### src/rtl/ad_ip_jesd204_tpl_dac_sync_ctrl_pkg.sv
// Shared definitions for the TPL DAC sync controller: FSM state encoding
// and the sync_mode trigger codes.
package ad_ip_jesd204_tpl_dac_sync_ctrl_pkg;

  typedef enum logic [1:0] {
    ST_IDLE  = 2'd0,
    ST_ARMED = 2'd1,
    ST_DELAY = 2'd2
  } state_t;

  localparam logic [1:0] MODE_RISE  = 2'b00;
  localparam logic [1:0] MODE_FALL  = 2'b01;
  localparam logic [1:0] MODE_BOTH  = 2'b10;
  localparam logic [1:0] MODE_LEVEL = 2'b11;

endpackage

### src/rtl/ad_ip_jesd204_tpl_dac_sync_detect.sv
// Trigger detector: picks one external sync input, brings it into the clk
// domain through a SYNC_STAGES-deep synchroniser and turns it into a
// combinational trigger according to the selected edge/level mode.
module ad_ip_jesd204_tpl_dac_sync_detect
  import ad_ip_jesd204_tpl_dac_sync_ctrl_pkg::*;
#(
  parameter int NUM_SYNC_SOURCES = 1,
  parameter int SYNC_STAGES      = 2
) (
  input  logic                        clk,
  input  logic                        reset,
  input  logic [NUM_SYNC_SOURCES-1:0] ext_sync,
  input  logic [3:0]                  sync_src_sel,
  input  logic [1:0]                  sync_mode,
  output logic                        trig
);

  logic [15:0]            ext_pad;
  logic                   sync_sel;
  logic [SYNC_STAGES-1:0] sync_ff;
  logic                   sync_s;
  logic                   sync_s_d1;

  // Zero-pad the inputs to 16 so an out-of-range select reads constant 0.
  always_comb begin
    // NOTE: every always_comb output gets a default first so no path can leave it unassigned and infer a latch.
    ext_pad                         = '0;
    ext_pad[NUM_SYNC_SOURCES-1:0]   = ext_sync;
  end

  assign sync_sel = ext_pad[sync_src_sel];
  assign sync_s   = sync_ff[SYNC_STAGES-1];

  // Synchroniser chain plus history flop; the history runs even when idle
  // so a fresh arm never sees an edge left over from long ago.
  always_ff @(posedge clk) begin
    // NOTE: state flops use non-blocking assignments so every register samples pre-edge values regardless of statement order.
    if (reset) begin
      sync_ff   <= '0;
      sync_s_d1 <= 1'b0;
    end else begin
      sync_ff   <= {sync_ff[SYNC_STAGES-2:0], sync_sel};
      sync_s_d1 <= sync_s;
    end
  end

  // Mode select: edge detectors compare the synchronised level to history.
  always_comb begin
    trig = 1'b0;
    case (sync_mode)
      MODE_RISE:  trig = sync_s & ~sync_s_d1;
      MODE_FALL:  trig = ~sync_s & sync_s_d1;
      MODE_BOTH:  trig = sync_s ^ sync_s_d1;
      MODE_LEVEL: trig = sync_s;
      default:    trig = 1'b0;
    endcase
  end

endmodule

### src/rtl/ad_ip_jesd204_tpl_dac_sync_ctrl.sv
// TPL DAC sync controller: arms on a software request, waits for an
// external trigger (or a manual request), optionally delays, then emits a
// one-cycle sync pulse to the PN generators / DDS. DMA reads are held off
// while armed.
module ad_ip_jesd204_tpl_dac_sync_ctrl
  import ad_ip_jesd204_tpl_dac_sync_ctrl_pkg::*;
#(
  parameter int NUM_CHANNELS     = 1,
  parameter int NUM_SYNC_SOURCES = 1,
  parameter int SYNC_STAGES      = 2,
  parameter int DELAY_WIDTH      = 16,
  parameter int TIMEOUT_WIDTH    = 24
) (
  input  logic                        clk,
  input  logic                        reset,
  input  logic                        link_ready,
  input  logic [NUM_SYNC_SOURCES-1:0] ext_sync,
  input  logic [3:0]                  sync_src_sel,
  input  logic [1:0]                  sync_mode,
  input  logic                        arm_ctl,
  input  logic                        disarm,
  input  logic                        manual_sync,
  input  logic                        continuous,
  input  logic [DELAY_WIDTH-1:0]      sync_delay,
  input  logic [TIMEOUT_WIDTH-1:0]    timeout,
  output logic                        sync_pulse,
  output logic [NUM_CHANNELS-1:0]     dac_valid,
  output logic                        armed,
  output logic                        timeout_err,
  output logic [15:0]                 sync_count
);

  state_t                   state;
  logic [DELAY_WIDTH-1:0]   delay_cnt;
  logic [TIMEOUT_WIDTH-1:0] timeout_cnt;
  logic                     arm_ctl_d1;
  logic                     arm_rise;
  logic                     timeout_hit;
  logic                     trig;

  ad_ip_jesd204_tpl_dac_sync_detect #(
    .NUM_SYNC_SOURCES (NUM_SYNC_SOURCES),
    .SYNC_STAGES      (SYNC_STAGES)
  ) u_detect (
    .clk          (clk),
    .reset        (reset),
    .ext_sync     (ext_sync),
    .sync_src_sel (sync_src_sel),
    .sync_mode    (sync_mode),
    .trig         (trig)
  );

  assign arm_rise    = arm_ctl & ~arm_ctl_d1;
  assign timeout_hit = (timeout != '0) &&
                       (timeout_cnt == timeout - TIMEOUT_WIDTH'(1));
  assign dac_valid   = {NUM_CHANNELS{~armed & link_ready}};

  // Arm/trigger/delay FSM; priority is disarm > manual > arm > trig/timeout.
  always_ff @(posedge clk) begin
    if (reset) begin
      state       <= ST_IDLE;
      sync_pulse  <= 1'b0;
      armed       <= 1'b0;
      timeout_err <= 1'b0;
      sync_count  <= '0;
      delay_cnt   <= '0;
      timeout_cnt <= '0;
      arm_ctl_d1  <= 1'b0;
    end else begin
      arm_ctl_d1 <= arm_ctl;
      sync_pulse <= 1'b0;

      if (disarm) begin
        state <= ST_IDLE;
        armed <= 1'b0;
      end else if (manual_sync) begin
        sync_pulse <= 1'b1;
        sync_count <= sync_count + 16'd1;
        if (state != ST_IDLE && continuous) begin
          state       <= ST_ARMED;
          armed       <= 1'b1;
          timeout_cnt <= '0;
        end else begin
          state <= ST_IDLE;
          armed <= 1'b0;
        end
      end else begin
        case (state)
          ST_IDLE: begin
            if (arm_rise) begin
              state       <= ST_ARMED;
              armed       <= 1'b1;
              timeout_err <= 1'b0;
              timeout_cnt <= '0;
            end
          end

          ST_ARMED: begin
            if (arm_rise) begin
              timeout_cnt <= '0;
            end else if (trig) begin
              timeout_cnt <= '0;
              if (sync_delay == '0) begin
                sync_pulse <= 1'b1;
                sync_count <= sync_count + 16'd1;
                if (!continuous) begin
                  state <= ST_IDLE;
                  armed <= 1'b0;
                end
              end else begin
                delay_cnt <= sync_delay - DELAY_WIDTH'(1);
                state     <= ST_DELAY;
              end
            end else if (timeout_hit) begin
              timeout_err <= 1'b1;
              state       <= ST_IDLE;
              armed       <= 1'b0;
            end else if (timeout != '0) begin
              timeout_cnt <= timeout_cnt + TIMEOUT_WIDTH'(1);
            end
          end

          ST_DELAY: begin
            if (delay_cnt == '0) begin
              sync_pulse  <= 1'b1;
              sync_count  <= sync_count + 16'd1;
              timeout_cnt <= '0;
              if (continuous) begin
                state <= ST_ARMED;
              end else begin
                state <= ST_IDLE;
                armed <= 1'b0;
              end
            end else begin
              delay_cnt <= delay_cnt - DELAY_WIDTH'(1);
            end
          end

          default: begin
            state <= ST_IDLE;
            armed <= 1'b0;
          end
        endcase
      end
    end
  end

endmodule

### config.mk
export PLATFORM = sky130hd
export DESIGN_NAME = ad_ip_jesd204_tpl_dac_sync_ctrl
export DESIGN_NICKNAME = d
export VERILOG_FILES = /design/src/rtl/ad_ip_jesd204_tpl_dac_sync_ctrl_pkg.sv /design/src/rtl/ad_ip_jesd204_tpl_dac_sync_detect.sv /design/src/rtl/ad_ip_jesd204_tpl_dac_sync_ctrl.sv
export SDC_FILE = /design/constraint.sdc
export NUM_CORES = 1
export LEC_CHECK = 0
export CORE_MARGIN = 5
export CORE_UTILIZATION = 40
export CTS_CLUSTER_SIZE = 20
export DETAILED_ROUTE_END_ITERATION = 12
export PLACE_DENSITY = 0.69
export RECOVER_POWER = 50
export SYNTH_ARGS = -nofsm -noshare
export SYNTH_HDL_FRONTEND = slang
export SYNTH_SLANG_ARGS = --single-unit
### constraint.sdc
create_clock -name clk -period 6.5 [get_ports clk]
set_clock_uncertainty 0.05 [all_clocks]
set_input_delay 1.625 -clock clk [delete_from_list [all_inputs] [get_ports clk]]
set_output_delay 1.625 -clock clk [all_outputs]
set_load 0.01 [all_outputs]
==> impl_results.md <==
- Pre-CTS setup slack: 1.20 ns
- Max Cap Viol: 1
- Final WS setup: 1.46 ns
- CTS tree: done
- Grt total ovfl: 0
- Worst setup SP type: input pin
- Routed wire length per instance: 15.4 um
- Num CTS Buffers: 9
- Tmin final: 5.04 ns
- # diodes: 0
- CP arrival: 5.10 ns
- Prevailing post-synth register cell: dfxtp_1
- FILL cells: 1192
- Clock Sinks: 65
- Nets: 759
- Worst-margin pin slew: 2.25 ns
- Worst VDD drop: 119 uV
- Largest net degree at the start of global routing: 50
- Placed Instances: 831
- Drt pass-1 iters: 5
- Outcome: finished, violations left
- Layout cells sized above 1: 0.0543
- Cts repair resizes: 0
- H-tree levels: 3
- Via count: 4964
- Vias per cell: 5.86
- Area delta synth->final: 21.5%
- Setup_tns: 0 ns
- Clock Latency Late Sink: 0.34 ns
- Iteration-0 DRC Markers: 426
- Bufs on Longest Clock Path: 2
- Clock-pin transition on the worst setup and hold timing paths: 0.06 ns
- Die height: 120 um
- ANT nets after route: 0
- First-pass GRT wire length: 22.4 mm
- Port bufs: 73
- Syn_nets: 704
- Core Util, Final: 0.493
- DP HPWL: 9.60 mm
- Vias in the first global route: 4805
- Overall routed net length: 13.1 mm
- Crit path required time: 6.56 ns
- Yosys cell types: 67
- Commonest non-fill, non-tap cells in the layout: nor2_1 (66), nand2_1 (65), dfxtp_1 (65)
- IO Count: 74
- Post-synthesis sequential area ratio: 0.269
- YS warnings: 0
- Max Clk Rate: 0.198 GHz
- Die area: 14400 um^2
- Die width: 120 um
- Area of the mapped netlist: 4830 um^2
- Pleak: 1.95 nW
- DRC Markers: 0
- Cells after synthesis: 640
- Overall routing resource usage: 0.184
- RD Place Congestion: 0.849
- Worst setup EP type: flip-flop
- Most common cell after layout, fill and taps aside: nor2_1
- Failing checks: capacitance limit, slew limit
- CORE AREA: 11900 um^2
- Final non-filler cell total: 847
- Core Rows: 40
- Hold Crit Class: flip-flop to flip-flop
- Final hold vios: 0
- Tcrit/Tclk final: 0.776
- RSZ-0062 raised after global routing: false
- Max Transition Viols Final: 49
- Crit Path Class: input pin to flip-flop
- Flops & latches, synth: 65
- Initial core utilization: 0.405
- # hold bufs at CTS: 0
- Critical Path Fanout Max: 34
- Endpoints failing setup: 0
- Post-synth ARST share: 0
- Cell Pwr Density: 171 nW/um^2
- Mean post-synth cell area: 7.55 um^2
- Post-CTS setup buffers: 0
- Number of synthesized flops with an enable pin: 0
- Clock root buffer master: clkbuf_16
- Antenna violations before repair: 0
- Slew HR: -0.503
[power breakdown]
group          switching, mW  total (mW)  internal (mW)  leakage, nW
clock network          0.190       0.459          0.269        0.135
logic                 0.0763       0.138         0.0615         1.29
registers            0.00475       0.408          0.403        0.525
total                  0.271        1.00          0.733         1.95
[stage by stage]
stage,hold slack [ns],instance area [um^2],power (mW)
after detailed placement,0.375,5600,0.554
after floorplan,0.364,4830,0.492
after CTS,0.387,5880,1.01
final,0.390,5870,1.00
after global routing,0.396,5870,1.04
after global placement,0.368,5600,0.550
[routing by layer]
| metal | share of wire | global-route usage | up-vias | routed length, um |
|---|---|---|---|---|
| li1 | - | - | 2492 | - |
| met1 | 0.46 | 0.240 | 2305 | 6000 |
| met4 | 0.019 | 0.0666 | 0 | 242 |
| met3 | 0.058 | 0.0410 | 21 | 755 |
| met5 | 0 | 0 | - | 0 |
| met2 | 0.46 | 0.299 | 146 | 6060 |
[cell type report]
cell class,instances,area [um^2],share of cell area
clock buffer,10,239,0.0407
inverter,22,82.6,0.0141
clock inverter,6,42.5,0.00725
multi-input combinational,522,3280,0.559
tap,147,184,0.0313
timing repair buffer,75,736,0.125
sequential,65,1300,0.222
[path summary, 6_finish.rpt]
kind | from | end | slack [ns] | cells after the start
max | timeout[0] | timeout_cnt[2] | 1.46 | 12
min | u_detect.sync_ff[0] | u_detect.sync_ff[1] | 0.39 | 1
max reg2reg | state[0] | delay_cnt[12] | 2.66 | 11
min reg2reg | u_detect.sync_ff[0] | u_detect.sync_ff[1] | 0.39 | 1
[sequential cells by signal (all words and copies together) (netlist names)]
name / flops
arm_ctl_d1: 1
armed: 1
delay_cnt: 16
state: 2
sync_count: 16
sync_pulse: 1
timeout_cnt: 24
timeout_err: 1
u_detect.sync_ff: 2
u_detect.sync_s_d1: 1
[cell families after synthesis]
kind of cell	synth area share
compound gates	0.218
mux	0.0358
buf+inv	0.0516
fa+ha+maj	0.0259
flops	0.269
simple gates	0.319
xor+xnor	0.0798
[synth_stat cells, types with 13 or more instances]
library cell | n | share of area
nor2_1 | 66 | 0.051
dfxtp_1 | 65 | 0.27
nand2_1 | 65 | 0.051
a21oi_1 | 53 | 0.055
o21ai_0 | 27 | 0.028
xor2_1 | 26 | 0.047
nand3_1 | 24 | 0.025
nor3_1 | 24 | 0.025
inv_1 | 22 | 0.017
clkbuf_1 | 19 | 0.015
nand4_1 | 18 | 0.023
xnor2_1 | 18 | 0.033
mux2i_1 | 15 | 0.031
nor4_1 | 14 | 0.018
or3_1 | 14 | 0.018
a2111o_1 | 13 | 0.030
[critical path: stages]
cell	delay, ns
clkdlybuf4s50_1	0.51
inv_1	0.10
ha_1	0.24
nor4b_4	0.39
and4_1	0.40
and3_1	0.19
o22ai_1	0.09
a2111o_1	0.37
or4_4	0.61
nand3_4	0.33
or4_1	0.17
a21oi_1	0.06
Power figures use the tool's default switching activity.
